===== config.mk =====
export PLATFORM = sky130hd
export DESIGN_NAME = victim_swap_ctrl
export DESIGN_NICKNAME = d
export VERILOG_FILES = /design/src/rtl/cache_defs.sv /design/src/rtl/victim_swap_ctrl_sat_counter.sv /design/src/rtl/victim_swap_ctrl.sv
export SDC_FILE = /design/constraint.sdc
export NUM_CORES = 1
export LEC_CHECK = 0
export ABC_AREA = 1
export CORE_AREA = 5 5 311 313
export CTS_CLUSTER_SIZE = 30
export DETAILED_ROUTE_END_ITERATION = 12
export DIE_AREA = 0 0 316 318
export DONT_BUFFER_PORTS = 1
export SETUP_SLACK_MARGIN = 0.3
export SLEW_MARGIN = 20
export SYNTH_ARGS = -nofsm -noshare
export SYNTH_HDL_FRONTEND = slang
export SYNTH_HIERARCHICAL = 1
export SYNTH_SLANG_ARGS = --single-unit

===== constraint.sdc =====
create_clock -name clk -period 1.8 [get_ports clk]
set_clock_uncertainty 0.15 [all_clocks]
set_input_delay 0.18 -clock clk [delete_from_list [all_inputs] [get_ports clk]]
set_output_delay 0.18 -clock clk [all_outputs]
set_load 0.02 [all_outputs]

===== src/rtl/cache_defs.sv =====
// Shared dcache definitions: line/tag geometry and the victim swap controller
// state and refill-source encodings.
package cache_defs;

  localparam int DCACHE_LINE_WIDTH = 128;
  localparam int DCACHE_TAG_BITS   = 24;
  localparam int VSC_CNT_W         = 16;

  typedef enum logic [2:0] {
    IDLE     = 3'd0,
    PROBE    = 3'd1,
    MEM_REQ  = 3'd2,
    MEM_WAIT = 3'd3,
    EVICT    = 3'd4,
    REFILL   = 3'd5
  } vsc_state_e;

  typedef enum logic {
    SRC_MEM = 1'b0,
    SRC_VC  = 1'b1
  } refill_src_e;

  // True in the states that own the victim-cache lookup/write port.
  function automatic logic vsc_uses_vc(input vsc_state_e st);
    return (st == PROBE) || (st == EVICT);
  endfunction

endpackage


===== src/rtl/victim_swap_ctrl_sat_counter.sv =====
// Saturating event counter with a synchronous clear that dominates increment.
module sat_counter
  import cache_defs::*;
#(
  parameter int CNT_W = VSC_CNT_W
) (
  input  logic             clk,
  input  logic             rst,
  input  logic             inc,
  input  logic             clr,
  output logic [CNT_W-1:0] cnt
);

  logic [CNT_W-1:0] cnt_r;
  logic [CNT_W-1:0] cnt_next_s;

  // Next count: clear first, then increment unless already saturated.
  always_comb begin
    cnt_next_s = cnt_r;
    if (clr) begin
      cnt_next_s = {CNT_W{1'b0}};
    end else if (inc && (cnt_r != {CNT_W{1'b1}})) begin
      cnt_next_s = cnt_r + CNT_W'(1);
    end else begin
      cnt_next_s = cnt_r;
    end
  end

  // Count register.
  always_ff @(posedge clk or negedge rst) begin
    if (!rst) begin
      cnt_r <= {CNT_W{1'b0}};
    end else begin
      cnt_r <= cnt_next_s;
    end
  end

  assign cnt = cnt_r;

endmodule


===== src/rtl/victim_swap_ctrl.sv =====
// Dcache miss-path controller: probes the victim cache, falls back to memory,
// writes the dcache eviction into the victim cache and refills the dcache.
module victim_swap_ctrl
  import cache_defs::*;
#(
  parameter int LINE_W = DCACHE_LINE_WIDTH,
  parameter int TAG_W  = DCACHE_TAG_BITS,
  parameter int CNT_W  = VSC_CNT_W
) (
  input  logic              clk,
  input  logic              rst,
  input  logic              miss_valid,
  output logic              miss_ready,
  input  logic [TAG_W-1:0]  miss_tag,
  input  logic              evict_valid,
  input  logic [TAG_W-1:0]  evict_tag,
  input  logic [LINE_W-1:0] evict_data,
  output logic [TAG_W-1:0]  vc_tag,
  output logic              vc_write,
  output logic [LINE_W-1:0] vc_wdata,
  input  logic              vc_hit,
  input  logic [LINE_W-1:0] vc_rdata,
  output logic              mem_req_valid,
  input  logic              mem_req_ready,
  output logic [TAG_W-1:0]  mem_req_tag,
  input  logic              mem_rsp_valid,
  input  logic [LINE_W-1:0] mem_rsp_data,
  output logic              refill_valid,
  output logic [TAG_W-1:0]  refill_tag,
  output logic [LINE_W-1:0] refill_data,
  output logic              refill_from_vc,
  output logic [CNT_W-1:0]  hit_cnt,
  output logic [CNT_W-1:0]  miss_cnt,
  input  logic              cnt_clr
);

  vsc_state_e        state_r;
  vsc_state_e        state_next_s;
  logic              accept_s;
  logic              hit_inc_s;
  logic              miss_inc_s;
  logic [TAG_W-1:0]  vc_tag_next_s;

  logic [TAG_W-1:0]  miss_tag_r;
  logic              evict_valid_r;
  logic [TAG_W-1:0]  evict_tag_r;
  logic [LINE_W-1:0] evict_data_r;
  logic [LINE_W-1:0] line_r;
  refill_src_e       src_r;

  logic              miss_ready_r;
  logic [TAG_W-1:0]  vc_tag_r;
  logic              vc_write_r;
  logic              mem_req_valid_r;
  logic              refill_valid_r;

  // Next-state decode and per-cycle events.
  always_comb begin
    state_next_s = state_r;
    accept_s     = 1'b0;
    hit_inc_s    = 1'b0;
    miss_inc_s   = 1'b0;
    case (state_r)
      IDLE: begin
        if (miss_valid) begin
          accept_s     = 1'b1;
          state_next_s = PROBE;
        end else begin
          state_next_s = IDLE;
        end
      end
      PROBE: begin
        if (vc_hit) begin
          hit_inc_s    = 1'b1;
          state_next_s = EVICT;
        end else begin
          miss_inc_s   = 1'b1;
          state_next_s = MEM_REQ;
        end
      end
      MEM_REQ: begin
        if (mem_req_ready) begin
          state_next_s = MEM_WAIT;
        end else begin
          state_next_s = MEM_REQ;
        end
      end
      MEM_WAIT: begin
        if (mem_rsp_valid) begin
          state_next_s = EVICT;
        end else begin
          state_next_s = MEM_WAIT;
        end
      end
      EVICT:   state_next_s = REFILL;
      REFILL:  state_next_s = IDLE;
      default: state_next_s = IDLE;
    endcase
  end

  // The shared victim tag tracks the miss tag except while writing the eviction.
  always_comb begin
    vc_tag_next_s = miss_tag_r;
    if (accept_s) begin
      vc_tag_next_s = miss_tag;
    end else if (state_next_s == EVICT) begin
      vc_tag_next_s = evict_tag_r;
    end else begin
      vc_tag_next_s = miss_tag_r;
    end
  end

  // State register.
  always_ff @(posedge clk or negedge rst) begin
    if (!rst) begin
      state_r <= IDLE;
    end else begin
      state_r <= state_next_s;
    end
  end

  // Miss/eviction latches and the refill line buffer.
  always_ff @(posedge clk or negedge rst) begin
    if (!rst) begin
      miss_tag_r    <= {TAG_W{1'b0}};
      evict_valid_r <= 1'b0;
      evict_tag_r   <= {TAG_W{1'b0}};
      evict_data_r  <= {LINE_W{1'b0}};
      line_r        <= {LINE_W{1'b0}};
      src_r         <= SRC_MEM;
    end else begin
      if (accept_s) begin
        miss_tag_r    <= miss_tag;
        evict_valid_r <= evict_valid;
        evict_tag_r   <= evict_tag;
        evict_data_r  <= evict_data;
      end
      if ((state_r == PROBE) && vc_hit) begin
        line_r <= vc_rdata;
        src_r  <= SRC_VC;
      end else if ((state_r == MEM_WAIT) && mem_rsp_valid) begin
        line_r <= mem_rsp_data;
        src_r  <= SRC_MEM;
      end
    end
  end

  // Outputs are registered from the next state so they line up with it.
  always_ff @(posedge clk or negedge rst) begin
    if (!rst) begin
      miss_ready_r    <= 1'b1;
      vc_tag_r        <= {TAG_W{1'b0}};
      vc_write_r      <= 1'b0;
      mem_req_valid_r <= 1'b0;
      refill_valid_r  <= 1'b0;
    end else begin
      miss_ready_r    <= (state_next_s == IDLE);
      vc_tag_r        <= vc_tag_next_s;
      vc_write_r      <= (state_next_s == EVICT) && evict_valid_r;
      mem_req_valid_r <= (state_next_s == MEM_REQ);
      refill_valid_r  <= (state_next_s == REFILL);
    end
  end

  assign miss_ready     = miss_ready_r;
  assign vc_tag         = vc_tag_r;
  assign vc_write       = vc_write_r;
  assign vc_wdata       = evict_data_r;
  assign mem_req_valid  = mem_req_valid_r;
  assign mem_req_tag    = miss_tag_r;
  assign refill_valid   = refill_valid_r;
  assign refill_tag     = miss_tag_r;
  assign refill_data    = line_r;
  assign refill_from_vc = (src_r == SRC_VC);

  sat_counter #(.CNT_W(CNT_W)) u_hit_cnt (
    .clk (clk),
    .rst (rst),
    .inc (hit_inc_s),
    .clr (cnt_clr),
    .cnt (hit_cnt)
  );

  sat_counter #(.CNT_W(CNT_W)) u_miss_cnt (
    .clk (clk),
    .rst (rst),
    .inc (miss_inc_s),
    .clr (cnt_clr),
    .cnt (miss_cnt)
  );

endmodule


# Yosys cells after proc, flatten, opt, wreduce, memory -nomap -nowiden
# Index checks and enable logic that the tools add are counted.
# word_totals
register_bits	369
output_inout_bits	365
in_bits	440
# op_classes
reduce_logical	10
mux	21
eq_ne	9
n_addsub	2
# ops
cell	count
$mux 128	2
$mux 16	4
$mux 24	2
$add 16x1->16 const B	2
$ne 16x16->1 const B	2
$pmux 3 s5	1
$mux 1	10
$eq 3x2->1 const B	3
$eq 3x3->1 const B	3
$logic_not 3->1	2
$mux 3	2
$reduce_bool 2->1	3
$logic_and 1x1->1	5
$eq 3x1->1 const B	1

# Depth between registers and ports, before layout
# depth
word_depth	5
depth_mapped	11
mapped_depth_nobuf	9

# Modules after synthesis
# The synthesis kept the hierarchy.
# modules_own_cells
module	area_per_inst_um2	cells_each	n_inst
victim_swap_ctrl	14789.2	1896	1
sat_counter	1037.2	144	2

# Worst setup path before layout
# OpenSTA, ideal clock, no wires.
# synth_path
kind	register -> register
from	register state_r[2]
to	register u_hit_cnt.cnt_r[2] (netlist: u_hit_cnt/cnt[2])
setup_slack_ps	-142
t_arrival_ps	1726
stages_incl_launch_ff	11
synth_period_minus_slack_ps	1942
cell_sequence	dfrtp_1 > nor2_1 > nand3_1 > buf_2 > buf_1 > inv_1 > inv_1 > nor2_1 > buf_2 > nand4_1 > nand2_1
# synth_between
elab_chain_cells	4
# synth_lines
element	line_no	text
start, declared	victim_swap_ctrl.sv:37	vsc_state_e state_r;
start signal, assigned	victim_swap_ctrl.sv:118	state_r <= state_next_s;
$eq 3x1->1	victim_swap_ctrl.sv:63	case (state_r)
$mux 1	victim_swap_ctrl.sv:63	
net hit_inc_s	victim_swap_ctrl.sv:40	logic hit_inc_s;
$logic_and 1x1->1	victim_swap_ctrl_sat_counter.sv:22	end else if (inc && (cnt_r != {CNT_W{1'b1}})) begin
$reduce_bool 2->1 (no source line)	-	
end signal, assigned	victim_swap_ctrl_sat_counter.sv:32	cnt_r <= {CNT_W{1'b0}};
end signal, assigned	victim_swap_ctrl_sat_counter.sv:34	cnt_r <= cnt_next_s;
end, declared	victim_swap_ctrl_sat_counter.sv:14	logic [CNT_W-1:0] cnt_r;
# The timed path passes the listed nets, and every way through them passes these cells.
# A chain may end at the register's enable or synchronous reset.

# Final worst setup path
# layout_path
from	register state_r[1]
to	register evict_data_r[44] (netlist: vc_wdata[44])
# layout_between
elab_chain_cells	2
# layout_lines
element	line_no	text
$logic_not 3->1	victim_swap_ctrl.sv:63	
$mux 1	victim_swap_ctrl.sv:63	
end signal, assigned	victim_swap_ctrl.sv:128	evict_data_r <= {LINE_W{1'b0}};
end signal, assigned	victim_swap_ctrl.sv:136	evict_data_r <= evict_data;
end, declared	victim_swap_ctrl.sv:47	logic [LINE_W-1:0] evict_data_r;
# Every way passes these cells.

==> reports/metrics.csv <==
stage;metric;value;unit
run_status;outcome;finished with violations;
run_status;violations;negative hold slack, negative setup slack;
yosys;synth_fa_ha_area_share;0.1484;%
timing;finalCritPeriodShare;102.2;%
timing;grt_setup_unrepaired;true;
yosys;syn-num-nets;2626;
yosys;synth-simple-area-share;29.48;%
setup_path;max_stage_delay;0.43;ns
power;clkPwrFrac;21.4;%
power;peakVddDrop;0.8476;mV
floorplanning;initial_core_util;17.94;%
yosys;syn_area;16860;um^2
yosys;ys_seq_area_share;54.76;%
timing;fmax;543.7;MHz
yosys;synth-compound-area-share;5.950;%
floorplanning;die-area;100500;um^2
yosys;synth_top_area_cell;dfrtp_1;
routing;drtIter0Drc;1203;
timing;finalHoldViolCount;369;
yosys;ys_ff_latch;369;
global_routing;use_met2;23.28;%
yosys;ys_warn_count;6;
cells_and_area;final_area;26950;um^2
place;dp_hpwl;47350;um
global_routing;grt_use_met1;16.06;%
timing;tightest_slew;1.015;ns
yosys;synth_common_cells;nand2_1 (984), dfrtp_1 (368), inv_1 (208), nor2_1 (166), o21ai_0 (108);
setup_path;path_class;reg -> reg;
yosys;muxShareOfSynthArea;0;%
cts;root_buffer;clkbuf_16;
floorplanning;io_pins;805;
place;numPortBuffers;0;
routing;detail-route-antenna-nets;0;
global_routing;overflow;0;
yosys;synth_top_area_share;54.61;%
floorplanning;core;94020;um^2
setup_path;start_kind;flop;
global_routing;first_global_vias;17970;
yosys;yosysMostFrequentCell;nand2_1;
cts;cts-hold-fix-buffers;437;
cts;clk_pin_slew;0.06;ns
timing;min_period;1.839;ns
yosys;synth-xor-area-share;0.5194;%
global_routing;antenna_found_initial;5;
timing;setup_viol_count_final;28;
power;power.density;1589;nW/um^2
yosys;synthTopCellsByArea;dfrtp_1 (55%), nand2_1 (22%), inv_1 (4.6%);
cts;insertion_delay;0.58;ns
timing;slew-limit-headroom;32.32;%
power;p_leak;13.25;nW
power;swShare;44.51;%
setup_path;required;2.11;ns
cells_and_area;drive_gt1_share;16.23;%
yosys;avgSynthCellArea;7.721;um^2
routing;routed_wl;74500;um
global_routing;gr-usage-met3;4.884;%
routing;drc;0;
timing;final-max-slew-violation-count;0;
cells_and_area;layout.nets;3176;
global_routing;grt_pass1_wl;109300;um
yosys;synth-edff-count;0;
yosys;yosys.cell_types.count;29;
hold_path;worst_hold_path_type;in -> async;
cells_and_area;area_growth;59.82;%
routing;drt_pass1_iterations;7;
power;p_int;0.02377;W
timing;whs;-0.8456;ns
routing;wire_per_inst;18.45;um
yosys;syn-instance-count;2184;
yosys;synthArstFlopShare;100.0;%
place;placed_area;19050;um^2
cts;clockBufferDepth;3;
timing;setup_tns;-0.4927;ns
place;gp_congestion;0.9350;
timing;setup_ws;-0.03938;ns
cts;cts_tree;done;
global_routing;grt_start_max_net_pins;370;
setup_path;crit_chain;buf_4 > nor2_4 > nand3_4 > buf_12 > buf_12 > bufbuf_16 > nand2_1 > nand2_1;
power;combPwrFrac;32.9;%
global_routing;grt_usage;13.93;%
yosys;synth_top_family_by_area;simple AND/OR/NAND/NOR gates;
cts;htree_levels;2;
routing;vias;17220;
setup_path;path_max_fanout;7;
setup_path;slowest_stage;dfrtp_2;
cts;cts_made_buffers;44;
global_routing;grt.busiest_layer;met2;
floorplanning;die_y;318;um
run;cap_viol_max_count;0;
yosys;synth_ff_type;dfrtp_1;
power;p_switching;0.01907;W
setup_path;cp.arrival;2.15;ns
routing;routed_via_density;4.266;
setup_path;end_kind;flop;
cts;cts.sinks;369;
floorplanning;die_width;316;um
floorplanning;rows;113;
power;seqPwrFrac;45.7;%
==> registers in the layout (all words and copies together) (netlist names) <==
| register | flops |
|---|---|
| u_miss_cnt/cnt | 16 |
| miss_ready | 1 |
| vc_wdata | 128 |
| refill_valid | 1 |
| mem_req_tag | 24 |
| vc_tag | 24 |
| evict_tag_r | 24 |
| evict_valid_r | 1 |
| state_r | 3 |
| mem_req_valid | 1 |
| refill_data | 128 |
| vc_write | 1 |
| refill_from_vc | 1 |
| u_hit_cnt/cnt | 16 |
==> power by group through the flow <==
stage	Clock, W	Sequential [W]	Combinational, W
floorplan	0	0.0179	0.00718
CTS	0.00945	0.0195	0.0130
global route	0.00977	0.0199	0.0155
detailed placement	0	0.0195	0.00994
global placement	0	0.0195	0.00964
finish	0.00919	0.0196	0.0141
==> per-layer routing <==
layer | up-vias | wire length (um)
li1 | 7724 | -
met1 | 8296 | 28290
met2 | 943 | 35620
met3 | 255 | 7034
met4 | 2 | 3541
met5 | - | 17
==> final timing paths <==
kind	startpoint	slack, ns	depth (start not counted)	to
worst max-delay path	state_r[1]	-0.04	8	vc_wdata[44]
worst min-delay path	rst	-0.85	0	refill_data[11]
worst max register to register	state_r[1]	-0.04	8	vc_wdata[44]
worst min register to register	evict_valid_r	0.37	2	vc_write
max in group asynchronous	rst	1.45	0	u_hit_cnt/cnt[0]
min in group clk	vc_hit	0.04	6	refill_data[12]
==> layout by cell type (no fill, tap or decap), types with 20 or more instances in the layout <==
cell type      instances
buf_12                41
buf_16                20
buf_4                103
clkbuf_16             53
dfrtp_1              359
dlygate4sd3_1        437
inv_1                204
nand2_1              921
nand2_2               53
nand3_1               72
nor2_1               118
nor2_2                37
o21ai_0               71
o21ai_1               93
o21ai_2               22
==> metrics by stage <==
| step | utilization [%] | hold slack, ns | setup slack (ns) | total power [W] | cells |
|---|---|---|---|---|---|
| after floorplan | - | -0.2656 | 0.1100 | 0.02507 | 2184 |
| after detailed placement | 20.26 | -0.2555 | -0.1394 | 0.02943 | 3449 |
| after global routing | 28.66 | -0.9006 | -0.09812 | 0.04522 | 4036 |
| after global placement | 20.26 | -0.2511 | -0.1204 | 0.02916 | 3449 |
| final | 28.67 | -0.8456 | -0.03938 | 0.04284 | 4037 |
| after CTS | 27.98 | -0.9085 | 0.02058 | 0.04195 | 4022 |
==> critical path, delay by kind of cell (launching register included) <==
family,cells,cell delay (ns)
simple gates,4,0.37
flops,1,0.43
buf+inv,4,0.76
==> what timing repair did <==
action,in CTS,in global routing
pin swaps,22,30
setup buffers,37,3
gates resized for setup,149,150
hold endpoints to repair,734,369
cloned,20,7
endpoints found under the setup margin,461,467
==> cell type report <==
class                      instances  area [um^2]
multi-input combinational       1469         6679
fill                            9525        67070
clock inverter                    14        141.4
tap                             1265         1583
clock buffer                      65         1343
antenna                            5        12.51
sequential                       369         9246
timing repair buffer             636         7107
inverter                         214        840.8
==> cells by family (layout without fill, tap and decap cells) <==
kind of cell | after synthesis | in the layout
xor gates and xnor gates | 10 | 10
buffers and inverters | 347 | 929
and+or+nand+nor | 1262 | 1263
AOI/OAI and AO/OA | 194 | 194
DFF | 369 | 369
other | 0 | 5
adders and majority gates | 2 | 2
(Power assumes the default switching activity.)
